<file path="src/rtl/segment_display_sched_if.sv">
// Source-side and display-side signals of the segment display scheduler.
interface segment_display_sched_if #(
  parameter int unsigned N_SRC = 4
);
  logic [N_SRC*8-1:0] src_data;
  logic [N_SRC-1:0]   src_upd;
  logic [N_SRC-1:0]   src_en;
  logic               hold;
  logic [7:0]         disp_count;
  logic [1:0]         disp_sel;
  logic               disp_blank;
  logic               disp_stb;

  // Count producers and the display consumer
  modport master (
    output src_data, src_upd, src_en, hold,
    input  disp_count, disp_sel, disp_blank, disp_stb
  );

  // The scheduler itself
  modport slave (
    input  src_data, src_upd, src_en, hold,
    output disp_count, disp_sel, disp_blank, disp_stb
  );
endinterface

</file>
<file path="src/rtl/segment_display_sched.sv">
// Round-robin time-sharing of a two-digit segment display among up to four
// count sources. Each source's count is captured into a shadow register on
// its update pulse; enabled sources are shown in turn for DWELL cycles each.
module segment_display_sched #(
  parameter int unsigned N_SRC = 4,
  parameter int unsigned DWELL = 50000000
) (
  input  logic                    clk_in,
  input  logic                    rst_in,
  segment_display_sched_if.slave  bus
);

  localparam int unsigned SEL_W  = 2;
  localparam int unsigned DW     = (DWELL > 1) ? $clog2(DWELL) : 1;
  localparam logic [DW-1:0] DWELL_LAST = DW'(DWELL - 1);

  typedef enum logic [1:0] {
    IDLE = 2'd0,
    NEXT = 2'd1,
    SHOW = 2'd2
  } state_t;

  state_t           state, state_d;
  logic [SEL_W-1:0] cur, cur_d;
  logic [DW-1:0]    dwell, dwell_d;
  logic [7:0]       count_q, count_d;
  logic [SEL_W-1:0] sel_q, sel_d;
  logic             blank_q, blank_d;
  logic             stb_q, stb_d;

  logic [7:0]       slice  [N_SRC];
  logic [7:0]       shadow [N_SRC];
  logic [SEL_W-1:0] nxt;

  // Split the packed source bus into per-source counts
  for (genvar g = 0; g < N_SRC; g++) begin : g_slice
    assign slice[g] = bus.src_data[8*g +: 8];
  end

  // Shadow capture on each source's update pulse, independent of state
  always_ff @(posedge clk_in or posedge rst_in) begin
    if (rst_in) begin
      for (int i = 0; i < N_SRC; i++) shadow[i] <= 8'd0;
    end else begin
      for (int i = 0; i < N_SRC; i++) begin
        if (bus.src_upd[i]) shadow[i] <= slice[i];
      end
    end
  end

  // Next enabled source after cur, wrapping, ending at cur itself
  always_comb begin
    logic             found;
    logic [SEL_W-1:0] idx;
    found = 1'b0;
    nxt   = cur;
    idx   = cur;
    for (int k = 1; k <= N_SRC; k++) begin
      idx = SEL_W'((32'(cur) + 32'(k)) % N_SRC);
      if (!found && bus.src_en[idx]) begin
        found = 1'b1;
        nxt   = idx;
      end
    end
  end

  // State and display registers
  always_ff @(posedge clk_in or posedge rst_in) begin
    if (rst_in) begin
      state   <= IDLE;
      cur     <= SEL_W'(N_SRC - 1);
      dwell   <= '0;
      count_q <= 8'd0;
      sel_q   <= '0;
      blank_q <= 1'b1;
      stb_q   <= 1'b0;
    end else begin
      state   <= state_d;
      cur     <= cur_d;
      dwell   <= dwell_d;
      count_q <= count_d;
      sel_q   <= sel_d;
      blank_q <= blank_d;
      stb_q   <= stb_d;
    end
  end

  // Next-state and next display values
  always_comb begin
    state_d = state;
    cur_d   = cur;
    dwell_d = dwell;
    count_d = count_q;
    sel_d   = sel_q;
    blank_d = blank_q;
    stb_d   = 1'b0;

    case (state)
      IDLE: begin
        blank_d = 1'b1;
        count_d = 8'd0;
        sel_d   = '0;
        if (|bus.src_en) state_d = NEXT;
      end

      NEXT: begin
        if (bus.src_en == '0) begin
          state_d = IDLE;
          blank_d = 1'b1;
          count_d = 8'd0;
          sel_d   = '0;
        end else begin
          state_d = SHOW;
          cur_d   = nxt;
          sel_d   = nxt;
          // Bypass the shadow when the new source updates this very cycle
          count_d = bus.src_upd[nxt] ? slice[nxt] : shadow[nxt];
          blank_d = 1'b0;
          stb_d   = 1'b1;
          dwell_d = '0;
        end
      end

      SHOW: begin
        if (!bus.hold && (dwell != DWELL_LAST)) dwell_d = dwell + DW'(1);
        if (bus.src_upd[cur]) begin
          count_d = slice[cur];
          stb_d   = 1'b1;
        end
        if (bus.src_en == '0) begin
          state_d = IDLE;
          blank_d = 1'b1;
          count_d = 8'd0;
          sel_d   = '0;
          stb_d   = 1'b0;
        end else if (!bus.src_en[cur]) begin
          state_d = NEXT;
        end else if (!bus.hold && (dwell == DWELL_LAST)) begin
          state_d = NEXT;
        end
      end

      default: state_d = IDLE;
    endcase
  end

  assign bus.disp_count = count_q;
  assign bus.disp_sel   = sel_q;
  assign bus.disp_blank = blank_q;
  assign bus.disp_stb   = stb_q;

endmodule

</file>
<file path="src/flat_wrapper.sv">
// flat-port wrapper written by rule: the top's interface ports become plain ports
module segment_display_sched_flat 
#(
  parameter int unsigned N_SRC = 4,
  parameter int unsigned DWELL = 50000000
)
  (clk_in, rst_in, bus_src_data, bus_src_upd, bus_src_en, bus_hold, bus_disp_count, bus_disp_sel, bus_disp_blank, bus_disp_stb);
  segment_display_sched_if #(.N_SRC(N_SRC)) bus_i ();
  input  logic clk_in;
  input  logic rst_in;
  input wire logic [$bits(bus_i.src_data)-1:0] bus_src_data;
  input wire logic [$bits(bus_i.src_upd)-1:0] bus_src_upd;
  input wire logic [$bits(bus_i.src_en)-1:0] bus_src_en;
  input wire logic [$bits(bus_i.hold)-1:0] bus_hold;
  output wire logic [$bits(bus_i.disp_count)-1:0] bus_disp_count;
  output wire logic [$bits(bus_i.disp_sel)-1:0] bus_disp_sel;
  output wire logic [$bits(bus_i.disp_blank)-1:0] bus_disp_blank;
  output wire logic [$bits(bus_i.disp_stb)-1:0] bus_disp_stb;
  assign bus_i.src_data = bus_src_data;
  assign bus_i.src_upd = bus_src_upd;
  assign bus_i.src_en = bus_src_en;
  assign bus_i.hold = bus_hold;
  assign bus_disp_count = bus_i.disp_count;
  assign bus_disp_sel = bus_i.disp_sel;
  assign bus_disp_blank = bus_i.disp_blank;
  assign bus_disp_stb = bus_i.disp_stb;
  segment_display_sched #(.N_SRC(N_SRC), .DWELL(DWELL)) u_core (.clk_in(clk_in), .rst_in(rst_in), .bus(bus_i));
endmodule
</file>
<file path="config.mk">
export PLATFORM = sky130hd
export DESIGN_NAME = segment_display_sched_flat
export DESIGN_NICKNAME = d
export VERILOG_FILES = /design/src/rtl/segment_display_sched_if.sv /design/src/rtl/segment_display_sched.sv /design/src/flat_wrapper.sv
export SDC_FILE = /design/constraint.sdc
export NUM_CORES = 1
export LEC_CHECK = 0
export BUFFER_PORTS_ARGS = -buffer_cell sky130_fd_sc_hd__buf_2
export CORE_ASPECT_RATIO = 0.6
export CORE_MARGIN = 2
export CORE_UTILIZATION = 45
export DETAILED_ROUTE_END_ITERATION = 16
export SLEW_MARGIN = 20
export SYNTH_ARGS = -nofsm -noshare
export SYNTH_HDL_FRONTEND = slang
export SYNTH_SLANG_ARGS = --single-unit
</file>
<file path="constraint.sdc">
create_clock -name clk_in -period 2.7 [get_ports clk_in]
set_clock_uncertainty 0.15 [all_clocks]
set_input_delay 0 -clock clk_in [delete_from_list [all_inputs] [get_ports clk_in]]
set_output_delay 0 -clock clk_in [all_outputs]
set_load 0.1 [all_outputs]
</file>
==> results.yml <==
route:
  vias: 3138
  firstDrtPassIters: 4
  wire_per_inst_um: 17.3
  drc: 0
  first_iter_violations: 244
  via_per_inst: 5.53
  ant_nets: 0
  routed_wl_mm: 9.82
floorplan:
  fp.dieH_um: 78.4
  ioPinCount: 55
  start_util: 0.457
  die_area_um2: 10000
  rows: 27
  fp.dieW_um: 128
  core_um2: 9090
sta:
  setup_viol: 0
  final_hold_viol_count: 0
  max_freq_mhz: 412
  maxSlewViolCount: 0
  setup_tns_ns: 0
  finalCritPeriodShare: 0.899
  maxSlewHeadroom: 0.672
  min_period_ns: 2.43
  rsz0062_at_grt: "false"
  max_slew.worst_pin.slew_ns: 0.496
synthesis:
  avgSynthCellArea_um2: 12.0
  synth_nets: 395
  ys.flop_type: "dfrtp_1"
  yosysWarnings: 0
  syn_inst: 347
  synth.distinct_cells: 50
  yosys_register_bits: 74
  synth_edf_count: 0
  syn_area_um2: 4160
  synth_seq_area_share: 0.446
  async_flop_share: 1.00
cts:
  clk_latency_ns: 0.33
  cts.path.max_buffers: 2
  numCtsBuffers: 9
  htreeDepth: 3
  clk_pin_slew_ns: 0.06
  cts-root-buf: "clkbuf_16"
  cts_tree: "built"
  cts.sinks: 74
placement:
  port_buffers: 54
  gp_congestion: 0.790
  dp.final_hpwl_mm: 6.82
power:
  peakVddDrop_uv: 471
  p_leak_nw: 2.35
  power_density_nw_per_um2: 920
  total_power_mw: 4.93
critical_path:
  r2r_setup_slack_ns: 0.27
  cp_max_fo: 7
  start_kind: "register"
  end_kind: "register"
  crit_required_ns: 2.74
  crit_arrival_ns: 2.47
  path_class: "reg -> reg"
finish:
  area_growth_pct: 28.8
  num-nets-final: 494
  final.fill_count: 744
  antenna_cells: 0
  final_util: 0.589
  drive_gt1_frac: 0.333
worst_hold_path:
  hp-class: "in -> reg"
status:
  status: "finished, final reports clean"
grt:
  track_usage: 0.214
  grt_pass1_wl_mm: 16.3
  grt_overflow_total: 0
  antenna_found_initial: 0
  grt_max_degree: 75
  grt_pass1_vias: 3156
job:
  cap_viol_max_count: 0
-- cell families (layout without fill, tap and decap cells) --
kind of cell	after synthesis	count (layout)	share of synthesized area
AND/OR/NAND/NOR	114	114	0.141
flip-flops	74	74	0.446
multiplexers	71	71	0.257
AO/OA/AOI/OAI	35	35	0.0599
buffers and inverters	26	130	0.0343
XOR/XNOR	22	22	0.0464
adder cells (fa/ha/maj)	5	5	0.0151
-- area by class of cell --
type                    count  area (µm²)  share of cell area
inverters                   7        26.3             0.00491
well taps                 116         145              0.0271
flip-flops and latches     74        1860               0.347
clock buffers              11         243              0.0453
repair buffers            107         786               0.147
clock inverters             5         125              0.0234
multi-input cells         247        2170               0.406
-- flip-flops by register name, summed over array words and instances, names as in the netlist --
signal,cells
u_core.bus.disp_sel,2
u_core.bus.disp_stb,1
u_core.bus.disp_count,8
u_core.bus.disp_blank,1
u_core.state,2
u_core.cur,2
u_core.shadow,32
u_core.dwell,26
-- per-stage QoR --
stage | hold WS [ns] | std cells | setup WS [ns] | cell area (µm²)
finish | 0.0148 | 567 | 0.272 | 5350
global route | 0.00919 | 567 | 0.0951 | 5350
CTS | 0.00107 | 567 | 0.269 | 5350
detailed placement | -0.0305 | 509 | 0.282 | 4570
global placement | -0.0312 | 509 | 0.324 | 4570
floorplan | 0.00170 | 347 | 0.422 | 4160
-- path summary, 6_finish.rpt --
path | cells after the start | end | startpoint
max reg2reg | 7 | u_core.bus.disp_count[0] | u_core.cur[0]
max | 7 | u_core.bus.disp_count[0] | u_core.cur[0]
min | 2 | u_core.shadow[22] | bus_src_upd[1]
min reg2reg | 2 | u_core.bus.disp_blank | u_core.bus.disp_blank
max in group asynchronous | 4 | u_core.bus.disp_blank | rst_in
min in group asynchronous | 4 | u_core.shadow[0] | rst_in
-- Yosys cell counts (3+ instances only) --
master,n,share of area
o21ai_0,9,0.011
clkbuf_1,8,0.0072
and3_1,7,0.011
ha_1,5,0.015
nand2b_1,4,0.0060
or3_1,3,0.0045
o211ai_1,3,0.0054
dfstp_2,3,0.019
nand4_1,8,0.012
xor2_1,16,0.034
o221ai_1,8,0.017
dfrtp_1,71,0.43
xnor2_1,6,0.013
mux2i_1,14,0.034
a21oi_1,5,0.0060
nor2_1,28,0.025
nand2_1,36,0.033
buf_2,3,0.0036
mux4_2,24,0.13
nand3_1,10,0.012
and2_1,3,0.0045
buf_6,3,0.0081
mux2_2,32,0.087
inv_1,7,0.0063
-- layout by cell type, fill, tap and decap left out, types with 4 or more instances in the layout --
cell and n:
and3_1 7, mux2i_1 14, inv_1 6, xnor2_1 6, nand4_1 8, ha_1 5, buf_4 10, o221ai_1 8
mux2_2 32, nor2_1 28, nand3_1 10, nand2b_1 4, clkbuf_16 9, xor2_1 16, o21ai_0 9, a21oi_1 5
dfrtp_1 71, bufinv_16 4, buf_2 54, mux4_2 24, nand2_1 36, dlygate4sd3_1 42
-- where the power goes --
group          internal (mW)  leakage, nW  switching, mW
sequential              1.26        0.942          0.113
clock                   1.02        0.180          0.434
combinational          0.880         1.23           1.22
-- timing repair --
action | CTS | global route
buffers inserted | 0 | 0
endpoints found under the hold margin | 108 | 0
resized for setup | 0 | 0
hold buffers | 42 | 0
-- layer usage --
metal / track usage / share of wire
met1: 0.323 / 0.51
met5: 0 / 0
met2: 0.299 / 0.42
met4: 0.0582 / 0.0084
met3: 0.0634 / 0.061
-- worst max-delay path, cell delays in order, from the launching register on --
cell	delay [ns]
dfstp_2	0.53
nand2b_1	0.12
o21ai_0	0.14
a221oi_4	0.35
buf_4	0.25
mux4_2	0.50
mux2i_1	0.14
o221ai_1	0.12
No activity file was read; power rests on OpenSTA's default activity.
